`config.mk`:
```
export PLATFORM = sky130hd
export DESIGN_NAME = tcdm_cfi_initiator
export DESIGN_NICKNAME = d
export VERILOG_FILES = /design/src/rtl/tcdm_cfi_initiator.sv
export SDC_FILE = /design/constraint.sdc
export NUM_CORES = 1
export LEC_CHECK = 0
export BUFFER_PORTS_ARGS = -buffer_cell sky130_fd_sc_hd__clkbuf_2
export CORE_ASPECT_RATIO = 0.75
export CORE_MARGIN = 10
export CORE_UTILIZATION = 51
export CTS_CLUSTER_SIZE = 14
export DETAILED_ROUTE_END_ITERATION = 8
export MAX_ROUTING_LAYER = met4
export PLACE_DENSITY_LB_ADDON = 0.3
export SYNTH_ARGS = -nofsm -noshare
export SYNTH_HDL_FRONTEND = slang
export SYNTH_SLANG_ARGS = --single-unit
```
`constraint.sdc`:
```
create_clock -name clk_i -period 6.85 [get_ports clk_i]
set_clock_uncertainty 0.15 [all_clocks]
set_input_delay 0 -clock clk_i [delete_from_list [all_inputs] [get_ports clk_i]]
set_output_delay 0 -clock clk_i [all_outputs]
set_load 0.1 [all_outputs]
```
`src/rtl/tcdm_cfi_initiator.sv`:
```
// Single-outstanding command-to-TCDM initiator: one CFI bus access per command,
// bounded wait for r_valid, and sticky capture of the first errored address.
`ifndef CFI_INSTR_WIDTH_DEF
`define CFI_INSTR_WIDTH_DEF 32
`endif

module tcdm_cfi_initiator #(
    parameter int DATA_W         = `CFI_INSTR_WIDTH_DEF,
    parameter int TIMEOUT_CYCLES = 255,
    parameter int ERR_CNT_W      = 16
) (
    input  logic                 clk_i,
    input  logic                 rst_i,
    input  logic                 cmd_valid_i,
    output logic                 cmd_ready_o,
    input  logic [31:0]          cmd_addr_i,
    input  logic                 cmd_we_i,
    input  logic [DATA_W/8-1:0]  cmd_be_i,
    input  logic [DATA_W-1:0]    cmd_wdata_i,
    output logic                 rsp_valid_o,
    input  logic                 rsp_ready_i,
    output logic [DATA_W-1:0]    rsp_rdata_o,
    output logic                 rsp_err_o,
    output logic                 rsp_timeout_o,
    input  logic                 err_clr_i,
    output logic [ERR_CNT_W-1:0] err_cnt_o,
    output logic [31:0]          err_addr_o,
    output logic                 err_valid_o,
    output logic                 master_req,
    output logic [31:0]          master_add,
    output logic                 master_wen,
    output logic [DATA_W/8-1:0]  master_be,
    output logic [DATA_W-1:0]    master_wdata,
    input  logic                 master_gnt,
    input  logic                 master_r_valid,
    input  logic [DATA_W-1:0]    master_r_rdata,
    input  logic                 master_r_opc
);

    typedef enum logic [1:0] {
        IDLE   = 2'd0,
        REQ    = 2'd1,
        WAIT_R = 2'd2,
        RESP   = 2'd3
    } state_t;

    localparam logic [15:0] TO_LAST = 16'(TIMEOUT_CYCLES - 1);

    state_t               state;
    state_t               state_nxt;
    logic [15:0]          to_cnt;
    logic                 in_wait;
    logic                 to_hit;
    logic                 rsp_done;
    logic                 err_event;

    logic [31:0]          addr_p0;
    logic                 we_p0;
    logic [DATA_W/8-1:0]  be_p0;
    logic [DATA_W-1:0]    wdata_p0;

    logic [DATA_W-1:0]    rdata_p1;
    logic                 err_p1;
    logic                 to_p1;

    logic [ERR_CNT_W-1:0] err_cnt;
    logic [31:0]          err_addr;
    logic                 err_vld;

    function automatic logic [ERR_CNT_W-1:0] sat_inc(input logic [ERR_CNT_W-1:0] v);
        return (&v) ? v : v + ERR_CNT_W'(1);
    endfunction

    // Timeout fires on the last allowed WAIT_R cycle; a same-cycle r_valid wins.
    assign in_wait   = (state == WAIT_R);
    assign to_hit    = in_wait && !master_r_valid && (to_cnt == TO_LAST);
    assign rsp_done  = in_wait && (master_r_valid || to_hit);
    assign err_event = in_wait && (master_r_valid ? master_r_opc : to_hit);

    always_ff @(posedge clk_i or posedge rst_i) begin
        if (rst_i) begin
            state <= IDLE;
        end else begin
            state <= state_nxt;
        end
    end

    always_comb begin
        state_nxt   = state;
        cmd_ready_o = 1'b0;
        master_req  = 1'b0;
        rsp_valid_o = 1'b0;
        case (state)
            IDLE: begin
                cmd_ready_o = 1'b1;
                if (cmd_valid_i) begin
                    state_nxt = REQ;
                end
            end
            REQ: begin
                master_req = 1'b1;
                if (master_gnt) begin
                    state_nxt = WAIT_R;
                end
            end
            WAIT_R: begin
                if (rsp_done) begin
                    state_nxt = RESP;
                end
            end
            RESP: begin
                rsp_valid_o = 1'b1;
                if (rsp_ready_i) begin
                    state_nxt = IDLE;
                end
            end
            default: state_nxt = IDLE;
        endcase
    end

    // Stage p0: accepted command; stage p1: captured bus response
    always_ff @(posedge clk_i) begin
        if (cmd_ready_o && cmd_valid_i) begin
            addr_p0  <= cmd_addr_i;
            we_p0    <= cmd_we_i;
            be_p0    <= cmd_be_i;
            wdata_p0 <= cmd_wdata_i;
        end
        if (rsp_done) begin
            rdata_p1 <= master_r_valid ? master_r_rdata : '0;
        end
    end

    always_ff @(posedge clk_i or posedge rst_i) begin
        if (rst_i) begin
            to_cnt <= '0;
            err_p1 <= 1'b0;
            to_p1  <= 1'b0;
        end else begin
            if (!in_wait) begin
                to_cnt <= '0;
            end else if (!master_r_valid) begin
                to_cnt <= to_cnt + 16'd1;
            end
            if (rsp_done) begin
                err_p1 <= err_event;
                to_p1  <= to_hit;
            end
        end
    end

    // A new error in the clearing cycle survives the clear.
    always_ff @(posedge clk_i or posedge rst_i) begin
        if (rst_i) begin
            err_cnt  <= '0;
            err_addr <= '0;
            err_vld  <= 1'b0;
        end else if (err_clr_i) begin
            err_cnt  <= err_event ? ERR_CNT_W'(1) : '0;
            err_addr <= err_event ? addr_p0 : 32'h0;
            err_vld  <= err_event;
        end else if (err_event) begin
            err_cnt <= sat_inc(err_cnt);
            if (!err_vld) begin
                err_addr <= addr_p0;
                err_vld  <= 1'b1;
            end
        end
    end

    assign master_add    = (state == REQ) ? addr_p0 : 32'h0;
    assign master_wen    = (state == REQ) ? ~we_p0 : 1'b1;
    assign master_be     = (state == REQ) ? be_p0 : '0;
    assign master_wdata  = (state == REQ) ? wdata_p0 : '0;

    assign rsp_rdata_o   = (state == RESP) ? rdata_p1 : '0;
    assign rsp_err_o     = (state == RESP) && err_p1;
    assign rsp_timeout_o = (state == RESP) && to_p1;

    assign err_cnt_o     = err_cnt;
    assign err_addr_o    = err_addr;
    assign err_valid_o   = err_vld;

endmodule

```
==> summary.txt <==
Routing
  – Vias per inst: ~5.2
  – Antenna viol nets, final: 0
  – DRT Pass-1 Iters: 5
  – DR iter-0 viols: 419
  – Routed via count: about 5700
  – Met3 WL: between 1.5 and 2 mm
  – DRC: 0
  – Final WL: approximately 22 mm
  – DRT met1 WL: 8.37 mm
  – WL met2: approximately 12 mm
  – Highest routed layer: met4
  – Avg WL per Cell: about 20 microns

Setup path
  – Reg2Reg Depth: 6
  – FF-to-FF End: err_addr_o[27]
  – Critical Path Fanout Max: 32
  – Crit path DAT: approximately 3.3 ns
  – R2r startpoint: state[0]
  – Worst Setup End Kind: flip-flop
  – Setup CP Type: reg -> reg
  – Required time worst endpoint: approximately 7.1 ns
  – Flop2flop setup slack: ~3.8 ns
  – Worst setup SP type: flip-flop

CTS
  – CTS sink cnt: 170
  – CTS tree: built
  – Max Root-Sink Buffers: 2
  – Num CTS Buffers: 17
  – Clock root buffer: clkbuf_16
  – PostCTS Resize Cnt: 0
  – Post-CTS Setup Inserts: 0
  – CTS Hold Bufs: roughly 110
  – H-tree depth: 4
  – Clock latency on the worst-skew pair: 0.42 ns
  – CTS clk-pin slew, worst paths: approximately 0.060 ns

Logic synthesis
  – Post-synth EDFFs: slightly above 100
  – Distinct cells, synth: 45
  – Syn Inst Count: 548
  – Syn Nets: 665
  – FFs w/ async S/R, synth: between 40% and 50%
  – Sequential area share after synthesis: about two thirds
  – Synth Cell Area: 7190 sq um
  – Synth Warn #: 0
  – Ys flop type: edfxtp_1
  – Syn_area_per_cell: roughly 13 sq um
  – Post-synthesis register bit count: 170

Global routing
  – Total Routing Usage GR: a little under a quarter
  – Global-route wire length before repair: about 34 mm
  – Vias in the first global route: between 6000 and 7000
  – Initial antenna violation count: 3
  – Largest net degree at the start of global routing: 70
  – Congestion Overflow GR: 0

Placement
  – PortBufs: about 260
  – Placed cell count: 961
  – Hpwl dp: approximately 15 mm
  – Placer Congestion: 0.815
  – Pre-CTS setup slack: between 3 and 4 ns

Power
  – Leak Pwr: 0.00463 uW
  – Power Total: around 4600 uW
  – Worst vdd ir: between 0.3 and 0.4 mV
  – PwrDens: between 400 and 500 nW/um^2

Cells and area
  – Non-Filler Instances: ~1100
  – # nets final: 1028
  – Filler cells: approximately 840
  – Final Util: 74.6%
  – Reg area: 4760 sq um
  – Share of cells above drive strength 1: 33.4%
  – Layout area overhead: 42.8%
  – Area occupied by multi-input gates: 2260 sq um

Floorplan
  – Die Width: 157 microns
  – Site Rows: 37
  – Total die area: around 19000 sq um
  – Initial Util: between 50% and 60%
  – Ports: between 200 and 300
  – Core region area: about 14000 sq um
  – Die H: 123 microns

Timing
  – Final hold vios: 0
  – Final worst slack: 3.76 ns
  – Worst-margin pin slew: roughly 0.99 ns
  – Fmax: 324 MHz
  – Final Critical Period: 3.09 ns
  – TNS Setup: 0 ns
  – Setup violators final: 0
  – Max-slew violations: 0
  – Slew margin rel.: ~34%
  – Fin crit share: between 40 and 50%
  – RSZ-0062 raised after global routing: false

Run status
  – Status: completed

Worst hold path
  – Hold path start: master_gnt
  – Hold Path Sink: state[0]
  – Worst hold path cell count: 5
  – Hold Path Class: in -> reg

Run
  – Number of max-cap violations: 0
cell families after synthesis:
kind of cell | count (synthesis) | share of synthesized area [%]
simple gates | 239 | 20.2
flops | 170 | 66.2
compound gates | 72 | 7.54
buf+inv | 42 | 2.52
xor+xnor | 13 | 1.58
fa+ha+maj | 8 | 1.39
mux | 4 | 0.609
layout make-up:
type	count	share of cell area, %
Timing Repair Buffer	375	23.6
Clock inverter	14	1.21
Clock buffer	18	4.18
Antenna cell	3	0.0731
Multi-Input combinational cell	336	22.0
Tap cell	175	2.13
Inverter	11	0.402
Sequential cell	170	46.4
per-stage QoR:
| stage | instance area, sq um | hold WS (ns) |
|---|---|---|
| floorplan | 7190 | -0.0511 |
| global placement | 8640 | 0.0278 |
| detailed placement | 8640 | 0.0287 |
| CTS | 10300 | 0.00472 |
| global route | 10300 | 0.0385 |
| finish | 10300 | 0.00833 |
registers in the layout, summed over array words and instances, names as in the netlist:
name	flops
addr_p0	32
wdata_p0	32
err_cnt_o	16
to_p1	1
err_valid_o	1
err_addr_o	32
be_p0	4
err_p1	1
we_p0	1
rdata_p1	32
to_cnt	16
state	2
cell usage in the layout (no fill, tap or decap), types with 8 or more instances in the layout:
cell	n
nor2_1	9
edfxtp_1	101
a22o_1	32
and2_1	145
inv_1	10
clkbuf_16	17
nand3_1	12
nand2_1	19
dlygate4sd3_1	106
a21oi_1	10
ha_1	8
xnor2_1	8
o21ai_0	8
o31ai_1	9
clkbuf_2	263
dfrtp_1	69
worst max-delay path, cell delays in order, from the launching register on:
cell	delay, ns
dfrtp_1	0.41
inv_1	0.12
ha_1	0.54
nand2b_1	0.17
o21a_1	0.53
a21oi_4	0.83
a22o_1	0.25
per-layer routing:
metal  vias to the layer above  global-route usage, %
met3                        39                   6.82
met2                       233                   40.9
li1                       2668                      -
met5                         -                      -
met1                      2801                   26.2
met4                         0                   8.97
Yosys cell counts, types with 7 or more instances:
| master | instances | share of area [%] |
|---|---|---|
| a21oi_1 | 11 | 0.77 |
| a22o_1 | 32 | 3.9 |
| and2_1 | 146 | 13 |
| buf_2 | 7 | 0.49 |
| clkbuf_1 | 21 | 1.1 |
| dfrtp_1 | 69 | 24 |
| edfxtp_1 | 101 | 42 |
| ha_1 | 8 | 1.4 |
| inv_1 | 11 | 0.57 |
| nand2_1 | 19 | 0.99 |
| nand3_1 | 12 | 0.84 |
| nand4_1 | 7 | 0.61 |
| nor2_1 | 9 | 0.47 |
| nor3_1 | 7 | 0.49 |
| o21ai_0 | 8 | 0.56 |
| o31ai_1 | 9 | 0.94 |
| or4_1 | 7 | 0.73 |
| xnor2_1 | 8 | 0.97 |
worst max-delay path by stage:
| stage | to | slack (ns) | startpoint | cells after the start |
|---|---|---|---|---|
| 2_1_floorplan | addr_p0[0] | 3.20 | state[0] | 3 |
| 3_3_place_gp | err_addr_o[29] | 3.95 | state[0] | 6 |
| 3_5_place_dp | err_addr_o[21] | 3.80 | state[0] | 6 |
| 4_1_cts | master_wdata[5] | 3.78 | state[1] | 5 |
| 5_1_grt | err_addr_o[27] | 3.47 | state[0] | 6 |
| 6_report | err_addr_o[27] | 3.76 | state[0] | 6 |
power by group:
group | internal [uW] | total, uW | switching, uW
Sequential | 1260 | 1330 | 68.5
Combinational | 361 | 2410 | 2040
Clock | 501 | 903 | 402
Power figures use the tool's default switching activity.
